==> src/rtl/alu_control_sequencer_pkg.sv <==
// cpu_ctrl_pkg: control-step states, ALU opcodes and IR field positions for alu_control_sequencer
package cpu_ctrl_pkg;
  typedef enum logic [3:0] {IDLE, T0, T1, T2, T3, T4, T5, T5U, T5M, T6, RETIRE} state_t;
  localparam int OP_W = 5;
  localparam logic [OP_W-1:0] OP_ADD  = 5'b00011;
  localparam logic [OP_W-1:0] OP_SUB  = 5'b00100;
  localparam logic [OP_W-1:0] OP_AND  = 5'b00101;
  localparam logic [OP_W-1:0] OP_OR   = 5'b00110;
  localparam logic [OP_W-1:0] OP_SHR  = 5'b00111;
  localparam logic [OP_W-1:0] OP_SHRA = 5'b01000;
  localparam logic [OP_W-1:0] OP_SHL  = 5'b01001;
  localparam logic [OP_W-1:0] OP_ROR  = 5'b01010;
  localparam logic [OP_W-1:0] OP_ROL  = 5'b01011;
  localparam logic [OP_W-1:0] OP_MUL  = 5'b01111;
  localparam logic [OP_W-1:0] OP_DIV  = 5'b10000;
  localparam logic [OP_W-1:0] OP_NEG  = 5'b10001;
  localparam logic [OP_W-1:0] OP_NOT  = 5'b10010;
  localparam int OP_LSB = 27;
  localparam int RA_LSB = 23;
  localparam int RB_LSB = 19;
  localparam int RC_LSB = 15;
  function automatic logic is_muldiv(input logic [OP_W-1:0] op);
    return op == OP_MUL || op == OP_DIV;
  endfunction
  function automatic logic is_binary(input logic [OP_W-1:0] op);
    return (op >= OP_ADD && op <= OP_ROL) || is_muldiv(op);
  endfunction
  function automatic logic is_unary(input logic [OP_W-1:0] op);
    return op == OP_NEG || op == OP_NOT;
  endfunction
endpackage

==> src/rtl/alu_control_sequencer_reg_sel_decoder.sv <==
// reg_sel_decoder: register index plus enable to one-hot vector, zero for out-of-range indices
module reg_sel_decoder #(
  parameter int NUM_REGS = 16,
  parameter int SEL_W = 4
) (
  input  logic [SEL_W-1:0]    sel_i,
  input  logic                en_i,
  output logic [NUM_REGS-1:0] onehot_o
);
  always_comb onehot_o = (en_i && 32'(sel_i) < NUM_REGS) ? NUM_REGS'(1) << sel_i : '0;
endmodule

==> src/rtl/alu_control_sequencer.sv <==
// alu_control_sequencer: fetch/execute control-step sequencer; ALU_SEQ_SINGLE_STEP_EN adds a single-step input
module alu_control_sequencer
  import cpu_ctrl_pkg::*;
#(
  parameter int NUM_REGS = 16,
  parameter int REG_SEL_W = 4,
  parameter int OPCODE_W = 5,
  parameter int IR_W = 32,
  parameter int CNT_W = 32
) (
  input  logic                clk,
  input  logic                clr,
  input  logic                run,
`ifdef ALU_SEQ_SINGLE_STEP_EN
  input  logic                step,
`endif
  input  logic                mem_ready,
  input  logic [IR_W-1:0]     ir,
  output logic                pc_out,
  output logic                mar_enable,
  output logic                pc_increment,
  output logic                read,
  output logic                mdr_enable,
  output logic                mdr_out,
  output logic                ir_enable,
  output logic                y_enable,
  output logic                z_enable,
  output logic                zlo_out,
  output logic                zhi_out,
  output logic                lo_enable,
  output logic                hi_enable,
  output logic [OPCODE_W-1:0] op_code,
  output logic [NUM_REGS-1:0] reg_out,
  output logic [NUM_REGS-1:0] reg_enable,
  output logic                illegal,
  output logic                busy,
  output logic [CNT_W-1:0]    instr_count
);
  state_t state_q;
  logic [CNT_W-1:0] cnt_q;
  logic go, again, bin, un, alu_t3;
  logic [OPCODE_W-1:0] op;
  logic [REG_SEL_W-1:0] ra, rb, rc;
  logic unused_ir;
`ifdef ALU_SEQ_SINGLE_STEP_EN
  assign go = run && step;
  assign again = 1'b0;
`else
  assign go = run;
  assign again = run;
`endif
  assign op = ir[OP_LSB +: OPCODE_W];
  assign ra = ir[RA_LSB +: REG_SEL_W];
  assign rb = ir[RB_LSB +: REG_SEL_W];
  assign rc = ir[RC_LSB +: REG_SEL_W];
  assign unused_ir = ^ir[RC_LSB-1:0];
  assign bin = is_binary(op);
  assign un = is_unary(op);
  always_ff @(posedge clk) begin
    if (clr) begin
      state_q <= IDLE;
      cnt_q <= '0;
    end else begin
      case (state_q)
        IDLE: state_q <= go ? T0 : IDLE;
        T0: state_q <= T1;
        T1: state_q <= mem_ready ? T2 : T1;
        T2: state_q <= T3;
        T3: state_q <= bin ? T4 : un ? T5U : RETIRE;
        T4: state_q <= is_muldiv(op) ? T5M : T5;
        T5, T5U, T6: state_q <= RETIRE;
        T5M: state_q <= T6;
        RETIRE: begin
          cnt_q <= cnt_q + 1'b1;
          state_q <= again ? T0 : IDLE;
        end
        default: state_q <= IDLE;
      endcase
    end
  end
  // Unary ops collapse operand read and ALU strobe into T3, so both share the z_enable/op_code path with T4
  assign alu_t3 = state_q == T3 && un;
  assign pc_out = state_q == T0;
  assign mar_enable = state_q == T0;
  assign pc_increment = state_q == T0;
  assign read = state_q == T1;
  assign mdr_enable = state_q == T1;
  assign mdr_out = state_q == T2;
  assign ir_enable = state_q == T2;
  assign y_enable = state_q == T3 && bin;
  assign z_enable = alu_t3 || state_q == T4;
  assign zlo_out = state_q inside {T1, T5, T5U, T5M};
  assign zhi_out = state_q == T6;
  assign lo_enable = state_q == T5M;
  assign hi_enable = state_q == T6;
  assign op_code = (alu_t3 || state_q == T4) ? op : '0;
  assign illegal = state_q == T3 && !bin && !un;
  assign busy = state_q != IDLE;
  assign instr_count = cnt_q;
  reg_sel_decoder #(.NUM_REGS(NUM_REGS), .SEL_W(REG_SEL_W)) u_out_dec (
    .sel_i(state_q == T4 ? rc : rb),
    .en_i((state_q == T3 && (bin || un)) || state_q == T4),
    .onehot_o(reg_out)
  );
  reg_sel_decoder #(.NUM_REGS(NUM_REGS), .SEL_W(REG_SEL_W)) u_en_dec (
    .sel_i(ra),
    .en_i(state_q == T5 || state_q == T5U),
    .onehot_o(reg_enable)
  );
endmodule

==> config.mk <==
export PLATFORM = sky130hd
export DESIGN_NAME = alu_control_sequencer
export DESIGN_NICKNAME = d
export VERILOG_FILES = /design/src/rtl/alu_control_sequencer_pkg.sv /design/src/rtl/alu_control_sequencer_reg_sel_decoder.sv /design/src/rtl/alu_control_sequencer.sv
export SDC_FILE = /design/constraint.sdc
export NUM_CORES = 1
export LEC_CHECK = 0
export ABC_AREA = 1
export BUFFER_PORTS_ARGS = -buffer_cell sky130_fd_sc_hd__buf_2
export CORE_MARGIN = 1.5
export CORE_UTILIZATION = 40
export DETAILED_ROUTE_END_ITERATION = 6
export GPL_TIMING_DRIVEN = 0
export MAX_ROUTING_LAYER = met4
export PLACE_DENSITY = 0.7
export SETUP_SLACK_MARGIN = 0.5
export SYNTH_ARGS = -nofsm -noshare
export SYNTH_HDL_FRONTEND = slang
export SYNTH_SLANG_ARGS = --single-unit
==> constraint.sdc <==
create_clock -name clk -period 3 [get_ports clk]
set_clock_uncertainty 0.15 [all_clocks]
set_input_delay 0.3 -clock clk [delete_from_list [all_inputs] [get_ports clk]]
set_output_delay 0.3 -clock clk [all_outputs]
set_load 0.02 [all_outputs]
Yosys cells after proc, flatten, opt, wreduce, memory -nomap -nowiden. Index checks and enable logic that the tools add are counted. Widths: inputs -> output; s select.

Add/sub/neg operators: 1. $mul: 0. Div/mod/pow operators: 0. $lt $le $gt $ge: 2. Eq/ne operators: 14. Shift-type cells: 2. Mux-type cells: 10. Bitwise logic cells: 0. Reductions and logical operators: 20.

Operator list (count): $add 32x1->32 const B (1); $mux 16 (2); $pmux 4 s8 (1); $shl 1x4->16 const A (2); $eq 4x3->1 const B (4); $mux 4 (4); $eq 5x5->1 const B (3); $eq 4x4->1 const B (3); $eq 4x2->1 const B (2); $reduce_bool 4->1 (2); $logic_or 1x1->1 (7); $logic_and 1x1->1 (6); $eq 5x4->1 const B (1); $ge 5x2->1 const B (1); $le 5x4->1 const B (1); $mux 5 (1); $eq 4x1->1 const B (1); $logic_not 4->1 (1); $reduce_or 3->1 (1); $logic_not 1->1 (2); $mux 1 (2); $reduce_or 2->1 (1).

Register bits after elaboration: 36. Latch bits: 0. RAM bits: 0. Memory bits (read-only): 0. Input port bits: 36. Output and inout bits: 84. Logic and storage cells: 51. Memories: 0.

Depth between registers and ports, before layout.
Depth after elaboration: 7. Depth in mapped cells: 11. Gate-level depth less buffers: 11.

By module. Synthesis repeated with hierarchy kept, for this count alone.

Cells, all modules: 483. Area total of the unflattened synthesis: 2636.3 sq um.

By module, submodules not included: alu_control_sequencer (times used 1, cells an instance 421, area each 2383.5 sq um, seq. area each 720.7 sq um); reg_sel_decoder (times used 2, cells an instance 31, area each 126.4 sq um, seq. area each 0.0 sq um).

Worst setup path before layout. No wires, ideal clock.

Path type: register -> output. From: register state_q[1]. To: output mdr_out. Data arrival time: 1.563 ns. Required time: 2.550 ns. Slack: 0.987 ns. Cell stages (with the launch flop): 4. Path buffers: 1. Path through: dfxtp_1 -> inv_2 -> nor4_1 -> buf_4.

Cells in the longest elaborated chain, start to end: 1.

RTL lines: from (decl) (RTL line alu_control_sequencer.sv:39) `state_t state_q;`; from (signal assigned) (RTL line alu_control_sequencer.sv:65) `IDLE: state_q <= go ? T0 : IDLE;`; from (signal assigned) (RTL line alu_control_sequencer.sv:67) `T1: state_q <= mem_ready ? T2 : T1;`; from (signal assigned) (RTL line alu_control_sequencer.sv:69) `T3: state_q <= bin ? T4 : un ? T5U : RETIRE;`; $eq 4x2->1; to (decl) (RTL line alu_control_sequencer.sv:24) `output logic mdr_out,`.

No other way between the ends.

Worst setup path after layout.
From: register state_q[0]. To: output reg_out[2].

Cells in the longest elaborated chain, start to end: 4. Elaborated cells between the ends (all ways): 7. Classes of those cells: eq/ne: 2; shift: 1; mux: 2; reduce/logical: 2.

RTL lines: $eq 4x3->1 (on tied branches) (RTL line alu_control_sequencer.sv:101, alu_control_sequencer.sv:102); $mux 4 or $logic_and 1x1->1 (tied branches) (RTL line alu_control_sequencer.sv:101, alu_control_sequencer.sv:102); $shl 1x4->16 or $logic_or 1x1->1 (tied branches) (RTL line alu_control_sequencer_reg_sel_decoder.sv:10, alu_control_sequencer.sv:102); $mux 16 * (RTL line alu_control_sequencer_reg_sel_decoder.sv:10) `always_comb onehot_o = (en_i && 32'(sel_i) < NUM_REGS) ? NUM_REGS'(1) << sel_i : '0;`; to (decl) (RTL line alu_control_sequencer.sv:33) `output logic [NUM_REGS-1:0] reg_out,`.

Every way passes the cells marked *; elsewhere a longest branch is shown, timed or not.

==> impl_metrics.yaml <==
detailed_routing:
  drtIter0Drc: 105
  ant_nets: 0
  dr.pass1.iters: 4
  vias: 2979
  viasPerCell: 4.66
  wl_um: 6790
  wl_per_cell_um: 10.6
  drc: 0
logic_synthesis:
  synth_top_area_share_pct: 27.4
  synth.distinct_cells: 34
  syn_nets: 487
  yosysWarnings: 0
  synthCells: 450
  synthArstFlopShare_pct: 0
  synth.most_common_cell: "nor2_1"
  synth_top_area_cell: "dfxtp_1"
  synth_edf_count: 0
  synth_seq_cells: 36
  ys_seq_area_share_pct: 27.4
  synth_ff_type: "dfxtp_1"
  synth_area_um2: 2630
  netlist_top_cells_count: "nor2_1 (106), nand2_1 (102), inv_1 (63)"
  syn_area_per_cell_um2: 5.85
  synthTopCellsByArea: "dfxtp_1 (27%), nor2_1 (15%), nand2_1 (15%), inv_1 (9.0%), nand3_1 (6.7%)"
sta:
  fin_crit_ns: 2.30
  fmax_ghz: 0.434
  setup-violations-final: 0
  rsz0062_at_grt: "false"
  hold_viol_final: 0
  tns_ns: 0
  final.period_utilization_pct: 76.7
  max_slew.worst_pin.slew_ns: 0.555
  slew_violations: 0
  setup_ws_ns: 0.698
  whs_ns: 0.187
  maxSlewHeadroom_pct: 62.7
finish:
  area.growth.synth_to_final_pct: 27.1
  fin_nets: 598
  final_cells: 639
  nFillCells: 657
  drive_gt1_share_pct: 27.9
  diodes: 0
clocking:
  cts_tree: "yes"
  path_clk_slew_ns: 0.08
  clk_latency_ns: 0.29
  clockBufferDepth: 2
  cts_made_buffers: 5
  cts_root_buf: "clkbuf_8"
  htreeDepth: 2
  cts_sinks: 36
power_and_ir_drop:
  power_density_nw_per_um2: 303
  p_leak_nw: 1.82
  vdd_drop_max_uv: 221
grt:
  antenna_found_initial: 0
  grt_pass1_wl_um: 11700
  grt_max_degree: 12
  grt_pass1_vias: 2630
  grt_overflow: 0
  grt_usage_pct: 20.2
setup_path:
  crit_arrival_ns: 1.85
  crit_fanout: 10
  end_kind: "output pin"
  worstPathRequired_ns: 2.55
  start_kind: "flop"
  crit_type: "reg -> out"
flow_run:
  drv_cap: 0
floorplan:
  die_w_um: 84.1
  die_h_um: 84.1
  ios: 120
  core.rowCount: 29
  start_util_pct: 41.5
  dieArea_um2: 7080
  core_area_um2: 6350
placed_design:
  dp_cells: 631
  hpwl_um: 5520
  port_buffers: 104
  routabilityCongestion: 0.885
  pre_cts_slack_ns: 0.904
hold_path:
  hold_class: "in -> reg"
status:
  status: "finished, final reports clean"
-- critical path, stage by stage, from the launching register on --
cell and delay, ns:
dfxtp_1 0.39, inv_2 0.07, nor2_2 0.11, nand2_2 0.08
buf_6 0.14, o21ai_2 0.22, inv_2 0.09, nor2_1 0.11
nand2_1 0.08, nor2_1 0.09, buf_2 0.17
-- power breakdown --
part           internal, mW  switching, mW  total (mW)
registers             0.482        0.00801       0.490
clock network         0.183          0.172       0.355
logic                0.0586          0.109       0.167
total                 0.724          0.289        1.01
-- cell families (layout without fill, tap and decap cells) --
kind of cell    Yosys count  count (layout)  share of synthesized area, %
buf+inv                  82             194                          12.7
fa+ha+maj                 1               1                         0.475
xor+xnor                  4               4                          1.33
compound gates           42              42                          8.98
simple gates            285             285                          49.1
flops                    36              36                          27.4
-- metal layers --
layer,wire length (µm),up-vias,global-route usage (%)
li1,-,1614,-
met1,3220,1283,25.4
met2,3130,77,34.0
met3,381,5,3.26
met4,56,0,4.77
met5,0,-,-
-- sequential cells by signal, indices dropped and copies added (netlist names) --
| signal | flops |
|---|---|
| instr_count | 32 |
| state_q | 4 |
-- worst paths after layout --
kind         depth (start not counted)      startpoint  slack, ns              end
min                                  5             run       0.19       state_q[0]
max reg2reg                         10  instr_count[0]       1.15  instr_count[12]
max                                 10      state_q[0]       0.70       reg_out[2]
min reg2reg                          1  instr_count[2]       0.35   instr_count[2]
-- placed cells by master (no fill, tap or decap), types with 2 or more instances in the layout --
cell type  instances
buf_4              5
o21ai_1            3
o21ai_0           15
clkbuf_8           6
nand3b_1           3
nand3_1           35
nand2_4            2
clkinv_2           2
nand2_2            7
nand4_1            7
inv_2              8
clkbuf_1           2
a21oi_1           21
nor2_4             5
nand3_2            3
dfxtp_1           35
or2_2              2
nor2_2             6
xor2_1             3
nor2_1           105
nor3_1             2
buf_1              2
inv_1             63
nand2_1          102
buf_2            104
nor3b_1            2
-- timing repair --
| item | in CTS | in global routing |
|---|---|---|
| setup buffers | 0 | 0 |
| setup endpoints to repair | 0 | 3 |
| hold buffers | 0 | 0 |
| gates resized for setup | 0 | 2 |
-- stage by stage --
stage | area, µm² | power, mW | util, %
2_1_floorplan | 2630 | 0.614 | -
3_3_place_gp | 3250 | 0.665 | 51.2
3_5_place_dp | 3250 | 0.669 | 51.2
4_1_cts | 3340 | 1.02 | 52.6
5_1_grt | 3350 | 1.05 | 52.7
6_report | 3350 | 1.01 | 52.7
-- layout make-up --
| type | instances | area, µm² | share of cell area [%] |
|---|---|---|---|
| plain buffers | 10 | 63.8 | 1.91 |
| well taps | 77 | 96.3 | 2.88 |
| inverters | 72 | 270 | 8.08 |
| clock buffers | 6 | 82.6 | 2.47 |
| multi-input cells | 332 | 1580 | 47.2 |
| flip-flops and latches | 36 | 722 | 21.6 |
| repair buffers | 104 | 520 | 15.6 |
| clock inverters | 2 | 10.0 | 0.299 |
Power figures use the tool's default switching activity.
